[src/rtl/mem_port_arbiter_if.sv]
// Bundle of the CPU, DMA and memory-side signals around the shared 16-bit memory port.
// The arbiter takes the slave view; requesters and the memory model take the master view.
interface mem_port_arbiter_if;
  logic        cpu_req;
  logic        cpu_we;
  logic [15:0] cpu_addr;
  logic [15:0] cpu_wdata;
  logic        cpu_gnt;
  logic        cpu_rvalid;
  logic [15:0] cpu_rdata;

  logic        dma_req;
  logic        dma_we;
  logic        dma_lock;
  logic [15:0] dma_addr;
  logic [15:0] dma_wdata;
  logic        dma_gnt;
  logic        dma_rvalid;
  logic [15:0] dma_rdata;

  logic [15:0] mem_addr;
  logic        mem_we;
  logic        mem_re;
  logic [15:0] mem_wdata;
  logic [15:0] mem_rdata;

  modport slave (
    input  cpu_req, cpu_we, cpu_addr, cpu_wdata,
    input  dma_req, dma_we, dma_lock, dma_addr, dma_wdata,
    input  mem_rdata,
    output cpu_gnt, cpu_rvalid, cpu_rdata,
    output dma_gnt, dma_rvalid, dma_rdata,
    output mem_addr, mem_we, mem_re, mem_wdata
  );

  modport master (
    output cpu_req, cpu_we, cpu_addr, cpu_wdata,
    output dma_req, dma_we, dma_lock, dma_addr, dma_wdata,
    output mem_rdata,
    input  cpu_gnt, cpu_rvalid, cpu_rdata,
    input  dma_gnt, dma_rvalid, dma_rdata,
    input  mem_addr, mem_we, mem_re, mem_wdata
  );
endinterface

[src/rtl/mem_port_arbiter.sv]
// CPU/DMA arbiter for the single memory port: CPU fixed priority, a starvation counter that
// guarantees DMA progress, and bounded locked DMA bursts followed by a one-cycle CPU window.
module mem_port_arbiter #(
  parameter int unsigned MAX_WAIT  = 8,
  parameter int unsigned MAX_BURST = 4,
  parameter int unsigned WAIT_W    = 4,
  parameter int unsigned BURST_W   = 3
) (
  input logic                clk,
  input logic                reset,
  mem_port_arbiter_if.slave  bus
);

  typedef enum logic [1:0] {StIdle, StDmaBurst, StCool} state_e;

  state_e               r_state;
  logic [WAIT_W-1:0]    r_wait_cnt;
  logic [BURST_W-1:0]   r_beat_cnt;
  logic                 r_cpu_rvalid;
  logic                 r_dma_rvalid;

  logic                 w_cpu_gnt;
  logic                 w_dma_gnt;
  logic                 w_dma_starved;
  logic [BURST_W-1:0]   w_beat_inc;

  assign w_dma_starved = bus.dma_req && (r_wait_cnt == WAIT_W'(MAX_WAIT));
  assign w_beat_inc    = r_beat_cnt + 1'b1;

  // Grants are gated by reset so an asynchronous reset kills the access at once.
  always_comb begin
    w_cpu_gnt = 1'b0;
    w_dma_gnt = 1'b0;
    if (!reset) begin
      case (r_state)
        StIdle: begin
          if (w_dma_starved)     w_dma_gnt = 1'b1;
          else if (bus.cpu_req)  w_cpu_gnt = 1'b1;
          else                   w_dma_gnt = bus.dma_req;
        end
        StDmaBurst: w_dma_gnt = bus.dma_req;
        StCool: begin
          w_cpu_gnt = bus.cpu_req;
          w_dma_gnt = bus.dma_req && !bus.cpu_req;
        end
        default: ;
      endcase
    end
  end

  assign bus.cpu_gnt    = w_cpu_gnt;
  assign bus.dma_gnt    = w_dma_gnt;
  assign bus.cpu_rvalid = r_cpu_rvalid;
  assign bus.dma_rvalid = r_dma_rvalid;
  assign bus.cpu_rdata  = bus.mem_rdata;
  assign bus.dma_rdata  = bus.mem_rdata;

  assign bus.mem_addr  = w_dma_gnt ? bus.dma_addr  : bus.cpu_addr;
  assign bus.mem_wdata = w_dma_gnt ? bus.dma_wdata : bus.cpu_wdata;
  assign bus.mem_we    = (w_cpu_gnt & bus.cpu_we)  | (w_dma_gnt & bus.dma_we);
  assign bus.mem_re    = (w_cpu_gnt & ~bus.cpu_we) | (w_dma_gnt & ~bus.dma_we);

  always_ff @(posedge clk or posedge reset) begin
    if (reset) begin
      r_state      <= StIdle;
      r_wait_cnt   <= '0;
      r_beat_cnt   <= '0;
      r_cpu_rvalid <= 1'b0;
      r_dma_rvalid <= 1'b0;
    end else begin
      r_cpu_rvalid <= w_cpu_gnt && !bus.cpu_we;
      r_dma_rvalid <= w_dma_gnt && !bus.dma_we;

      if (!bus.dma_req || w_dma_gnt) begin
        r_wait_cnt <= '0;
      end else if (r_wait_cnt != WAIT_W'(MAX_WAIT)) begin
        r_wait_cnt <= r_wait_cnt + 1'b1;
      end

      case (r_state)
        StIdle: begin
          if (w_dma_gnt && bus.dma_lock) begin
            r_state    <= StDmaBurst;
            r_beat_cnt <= BURST_W'(1);
          end
        end
        StDmaBurst: begin
          if (w_dma_gnt) r_beat_cnt <= w_beat_inc;
          // The beat granted now is the last one allowed once the count reaches MAX_BURST.
          if (!bus.dma_req || !bus.dma_lock) begin
            r_state <= StIdle;
          end else if (w_beat_inc == BURST_W'(MAX_BURST)) begin
            r_state <= StCool;
          end
        end
        StCool: begin
          r_state    <= StIdle;
          r_beat_cnt <= '0;
        end
        default: r_state <= StIdle;
      endcase
    end
  end

endmodule
[src/flat_wrapper.sv]
// flat-port wrapper written by rule: the top's interface ports become plain ports
module mem_port_arbiter_flat 
#(
  parameter int unsigned MAX_WAIT  = 8,
  parameter int unsigned MAX_BURST = 4,
  parameter int unsigned WAIT_W    = 4,
  parameter int unsigned BURST_W   = 3
)
  (clk, reset, bus_cpu_req, bus_cpu_we, bus_cpu_addr, bus_cpu_wdata, bus_dma_req, bus_dma_we, bus_dma_lock, bus_dma_addr, bus_dma_wdata, bus_mem_rdata, bus_cpu_gnt, bus_cpu_rvalid, bus_cpu_rdata, bus_dma_gnt, bus_dma_rvalid, bus_dma_rdata, bus_mem_addr, bus_mem_we, bus_mem_re, bus_mem_wdata);
  mem_port_arbiter_if bus_i ();
  input logic clk;
  input logic reset;
  input wire logic [$bits(bus_i.cpu_req)-1:0] bus_cpu_req;
  input wire logic [$bits(bus_i.cpu_we)-1:0] bus_cpu_we;
  input wire logic [$bits(bus_i.cpu_addr)-1:0] bus_cpu_addr;
  input wire logic [$bits(bus_i.cpu_wdata)-1:0] bus_cpu_wdata;
  input wire logic [$bits(bus_i.dma_req)-1:0] bus_dma_req;
  input wire logic [$bits(bus_i.dma_we)-1:0] bus_dma_we;
  input wire logic [$bits(bus_i.dma_lock)-1:0] bus_dma_lock;
  input wire logic [$bits(bus_i.dma_addr)-1:0] bus_dma_addr;
  input wire logic [$bits(bus_i.dma_wdata)-1:0] bus_dma_wdata;
  input wire logic [$bits(bus_i.mem_rdata)-1:0] bus_mem_rdata;
  output wire logic [$bits(bus_i.cpu_gnt)-1:0] bus_cpu_gnt;
  output wire logic [$bits(bus_i.cpu_rvalid)-1:0] bus_cpu_rvalid;
  output wire logic [$bits(bus_i.cpu_rdata)-1:0] bus_cpu_rdata;
  output wire logic [$bits(bus_i.dma_gnt)-1:0] bus_dma_gnt;
  output wire logic [$bits(bus_i.dma_rvalid)-1:0] bus_dma_rvalid;
  output wire logic [$bits(bus_i.dma_rdata)-1:0] bus_dma_rdata;
  output wire logic [$bits(bus_i.mem_addr)-1:0] bus_mem_addr;
  output wire logic [$bits(bus_i.mem_we)-1:0] bus_mem_we;
  output wire logic [$bits(bus_i.mem_re)-1:0] bus_mem_re;
  output wire logic [$bits(bus_i.mem_wdata)-1:0] bus_mem_wdata;
  assign bus_i.cpu_req = bus_cpu_req;
  assign bus_i.cpu_we = bus_cpu_we;
  assign bus_i.cpu_addr = bus_cpu_addr;
  assign bus_i.cpu_wdata = bus_cpu_wdata;
  assign bus_i.dma_req = bus_dma_req;
  assign bus_i.dma_we = bus_dma_we;
  assign bus_i.dma_lock = bus_dma_lock;
  assign bus_i.dma_addr = bus_dma_addr;
  assign bus_i.dma_wdata = bus_dma_wdata;
  assign bus_i.mem_rdata = bus_mem_rdata;
  assign bus_cpu_gnt = bus_i.cpu_gnt;
  assign bus_cpu_rvalid = bus_i.cpu_rvalid;
  assign bus_cpu_rdata = bus_i.cpu_rdata;
  assign bus_dma_gnt = bus_i.dma_gnt;
  assign bus_dma_rvalid = bus_i.dma_rvalid;
  assign bus_dma_rdata = bus_i.dma_rdata;
  assign bus_mem_addr = bus_i.mem_addr;
  assign bus_mem_we = bus_i.mem_we;
  assign bus_mem_re = bus_i.mem_re;
  assign bus_mem_wdata = bus_i.mem_wdata;
  mem_port_arbiter #(.MAX_WAIT(MAX_WAIT), .MAX_BURST(MAX_BURST), .WAIT_W(WAIT_W), .BURST_W(BURST_W)) u_core (.clk(clk), .reset(reset), .bus(bus_i));
endmodule
[config.mk]
export PLATFORM = sky130hd
export DESIGN_NAME = mem_port_arbiter_flat
export DESIGN_NICKNAME = d
export VERILOG_FILES = /design/src/rtl/mem_port_arbiter_if.sv /design/src/rtl/mem_port_arbiter.sv /design/src/flat_wrapper.sv
export SDC_FILE = /design/constraint.sdc
export NUM_CORES = 1
export LEC_CHECK = 0
export CAP_MARGIN = 40
export CORE_MARGIN = 2
export CORE_UTILIZATION = 29
export CTS_CLUSTER_SIZE = 25
export DETAILED_ROUTE_END_ITERATION = 16
export PLACE_DENSITY = 0.79
export SYNTH_ARGS = -nofsm -noshare
export SYNTH_HDL_FRONTEND = slang
export SYNTH_SLANG_ARGS = --single-unit
[constraint.sdc]
create_clock -name clk -period 3 [get_ports clk]
set_clock_uncertainty 0.15 [all_clocks]
set_input_delay 0.6 -clock clk [delete_from_list [all_inputs] [get_ports clk]]
set_output_delay 0.6 -clock clk [all_outputs]
set_load 0.02 [all_outputs]
==> impl_metrics.py <==
metrics = {
    "run_status": {
        "run_status": "complete, no violations",
    },
    "finish": {
        "seqCellArea_sq_um": 277,
        "fin_area_sq_mm": 0.00260,
        "final_layout_size_suffix_gt1_share_pct": 42.7,
        "diodes": 0,
        "syn_to_final_growth_pct": 80.4,
        "final_util_pct": 54.7,
        "multi_input_area_sq_um": 892,
        "layout.cells.non_filler": 320,
        "fin_nets": 350,
        "n_fill_cell": 449,
    },
    "synthesis": {
        "synth_nets": 246,
        "synthCells": 150,
        "synthSimpleGateAreaFrac_pct": 10.9,
        "syn_area_sq_mm": 0.00144,
        "yosysUniqueCellTypes": 36,
        "seq_area_frac_synth_pct": 19.1,
        "yosys.area_share.adder_pct": 7.81,
        "yosys-mux-area-fraction_pct": 26.5,
        "synthXorXnorAreaFrac_pct": 1.82,
        "ys_warn_count": 0,
        "synth-compound-area-share_pct": 9.98,
        "synth_top_family_by_area": "multiplexers",
        "ys_seq_elements": 11,
        "avgSynthCellArea_sq_um": 9.61,
    },
    "floorplanning": {
        "die_w_microns": 74.5,
        "die-area_sq_mm": 0.00555,
        "die_h_microns": 74.5,
        "row_count": 25,
        "coreArea_sq_mm": 0.00475,
        "start_util_pct": 30.3,
        "num_io_pins": 157,
    },
    "timing": {
        "final-hold-violation-count": 0,
        "fmax_mhz": 342,
        "rsz0062_at_grt": "no",
        "fin_crit_sh_pct": 97.4,
        "holdWs_ns": 0.375,
        "tightest_slew_ns": 0.597,
        "slew_headroom_pct": 59.8,
        "setup_viol": 0,
        "fin_setup_tns_ns": 0,
        "finalCriticalPeriod_ns": 2.92,
        "drv_slew": 0,
    },
    "critical_path": {
        "end_kind": "output port",
        "critical_path_class": "flop to output port",
        "required_ns": 2.25,
        "crit_chain": "buf_4, ha_2, nor4b_4, buf_6, buf_12, mux2_2, buf_2",
        "r2r-start": "u_core.r_state[0]",
        "rr_endpoint": "u_core.r_state[0]",
        "critPathMaxStageDelay_ns": 0.45,
        "endpoint": "bus_mem_wdata[10]",
        "startpoint_type": "flop",
        "path_max_fanout": 9,
        "rr_worst_depth": 7,
        "cpMaxStageDelayCell": "dfrtp_2",
        "startpoint": "u_core.r_state[0]",
        "timing.reg2reg.setup_slack_ns": 0.67,
        "crit_arrival_ns": 2.17,
    },
    "power_and_ir_drop": {
        "vdd_drop_max_mv": 0.289,
        "total_leakage_power_nw": 1.14,
        "powerDensity_mw_per_mm2": 472,
    },
    "worst_hold_path": {
        "worstHoldStart": "u_core.r_beat_cnt[1]",
        "min-delay-path-class": "flop to flop",
    },
    "placed_design": {
        "place_area_sq_mm": 0.00246,
        "numPlacedInstances": 307,
        "dp_hpwl_microns": 3700,
        "portBuffers": 108,
        "gp_congestion": 0.866,
    },
    "routing": {
        "drt_iter0_drc": 29,
        "viasPerCell": 4.41,
        "drc": 0,
        "dr.pass1.iters": 4,
        "vias": 1410,
        "routed_wl_microns": 4980,
        "drtAntennaViolNets": 0,
        "wire_per_inst_microns": 15.6,
    },
    "clock_tree": {
        "cts_root_buf": "clkbuf_8",
        "cts_htree_levels": 1,
        "clk_pin_slew_worst_paths_ns": 0.06,
        "ctsHoldBuffers": 0,
        "cts_inserted_buffers": 3,
        "clock_latency_ns": 0.25,
        "cts_tree": "done",
        "clk_path_buf_depth": 2,
        "cts.sinks": 11,
    },
    "global_routing": {
        "antenna_found_initial": 0,
        "grt_pass1_wl_microns": 7120,
        "grt_pass1_vias": 1436,
        "grt_max_degree": 12,
        "grtUsageTotal_pct": 16.8,
        "globalRoute.totalOverflow": 0,
    },
    "run": {
        "drv_cap": 0,
    },
}
-- cells in the mapped netlist, drive strengths merged --
cell type | n | area share (%)
buf | 37 | 21
mux2 | 33 | 26
inv | 13 | 3.4
dfrtp | 11 | 19
ha | 9 | 7.8
nor2 | 5 | 1.8
o21ai | 5 | 1.7
a21oi | 4 | 1.4
nand2 | 3 | 0.78
nor3b | 3 | 1.6
nand3 | 2 | 0.69
nor4b | 2 | 2.3
o21bai | 2 | 1.0
o2bb2ai | 2 | 1.2
xnor2 | 2 | 1.2
a211o | 1 | 0.61
a211oi | 1 | 0.52
a21boi | 1 | 0.52
a221o | 1 | 0.69
a22o | 1 | 0.61
a22oi | 1 | 0.52
a2bb2oi | 1 | 0.61
and2 | 1 | 0.43
and3b | 1 | 0.69
mux2i | 1 | 0.69
nand4 | 1 | 0.43
nand4bb | 1 | 0.78
nor2b | 1 | 0.43
nor3 | 1 | 0.35
o211ai | 1 | 0.52
or2b | 1 | 0.61
xor2 | 1 | 0.61
-- per-layer routing --
metal  up-vias  GRT usage (%)  wire length [microns]
met5         -              0                      0
met4         0           4.37                     70
met3         8           4.47                    350
met2        51           29.6                   2590
met1       656           20.3                   1970
li1        695              -                      -
-- area by class of cell --
class	count	share of cell area, %
repair buffers	136	48.1
multi-input cells	89	34.3
clock buffers	4	1.73
well taps	67	3.22
inverters	13	1.97
flip-flops and latches	11	10.6
-- worst min-delay path by stage --
stage / end / slack, ns / cells past startpoint
after floorplan: u_core.bus.cpu_rvalid / 0.30 / 1
after global placement: u_core.r_beat_cnt[1] / 0.35 / 2
after detailed placement: u_core.r_beat_cnt[1] / 0.37 / 2
after CTS: u_core.r_beat_cnt[1] / 0.38 / 2
after global routing: u_core.r_beat_cnt[1] / 0.40 / 2
final: u_core.r_beat_cnt[1] / 0.37 / 2
-- state kept, by name (all words and copies together) (netlist names) --
name                   cells
u_core.r_wait_cnt          4
u_core.r_beat_cnt          3
u_core.r_state             2
u_core.bus.cpu_rvalid      1
u_core.bus.dma_rvalid      1
-- stage by stage --
stage               worst slack (ns)  power, mW
floorplan                      0.360      0.689
global placement              -0.502      0.970
detailed placement            -0.506      0.988
CTS                          0.00163       1.21
global route                 0.00190       1.31
finish                        0.0789       1.23
-- cells in the final DEF, fill, tap and decap left out, types with 5 or more instances in the layout --
cell type / instances
clkdlybuf4s50_1: 69
mux2_2: 24
buf_4: 24
buf_2: 21
buf_6: 12
inv_1: 10
dfrtp_1: 10
mux2_4: 7
ha_1: 5
-- power by group --
| group | internal [mW] | switching (mW) |
|---|---|---|
| sequential | 0.181 | 0.0281 |
| clock | 0.0937 | 0.0617 |
| combinational | 0.473 | 0.390 |
| total | 0.748 | 0.480 |
-- kinds of logic (layout without fill, tap and decap cells) --
family                     Yosys count  after routing
muxes                               34             34
xor gates and xnor gates             3              3
adders and majority gates            9              9
AOI/OAI and AO/OA                   21             21
DFF                                 11             11
buffers and inverters               50            153
and+or+nand+nor                     22             22
-- critical path: cells and delay by family, from the launching register on --
kind	cells	cell delay, ns
buf+inv	4	0.61
flops	1	0.45
simple gates	1	0.31
mux	1	0.34
fa+ha+maj	1	0.20
-- repair_timing --
item	CTS	global route
pin swaps	1	1
setup buffers	6	1
gates cloned	3	0
resized for setup	170	17
endpoints found under the setup margin	36	34
endpoints found under the hold margin	0	0
No activity file was read; power rests on OpenSTA's default activity.
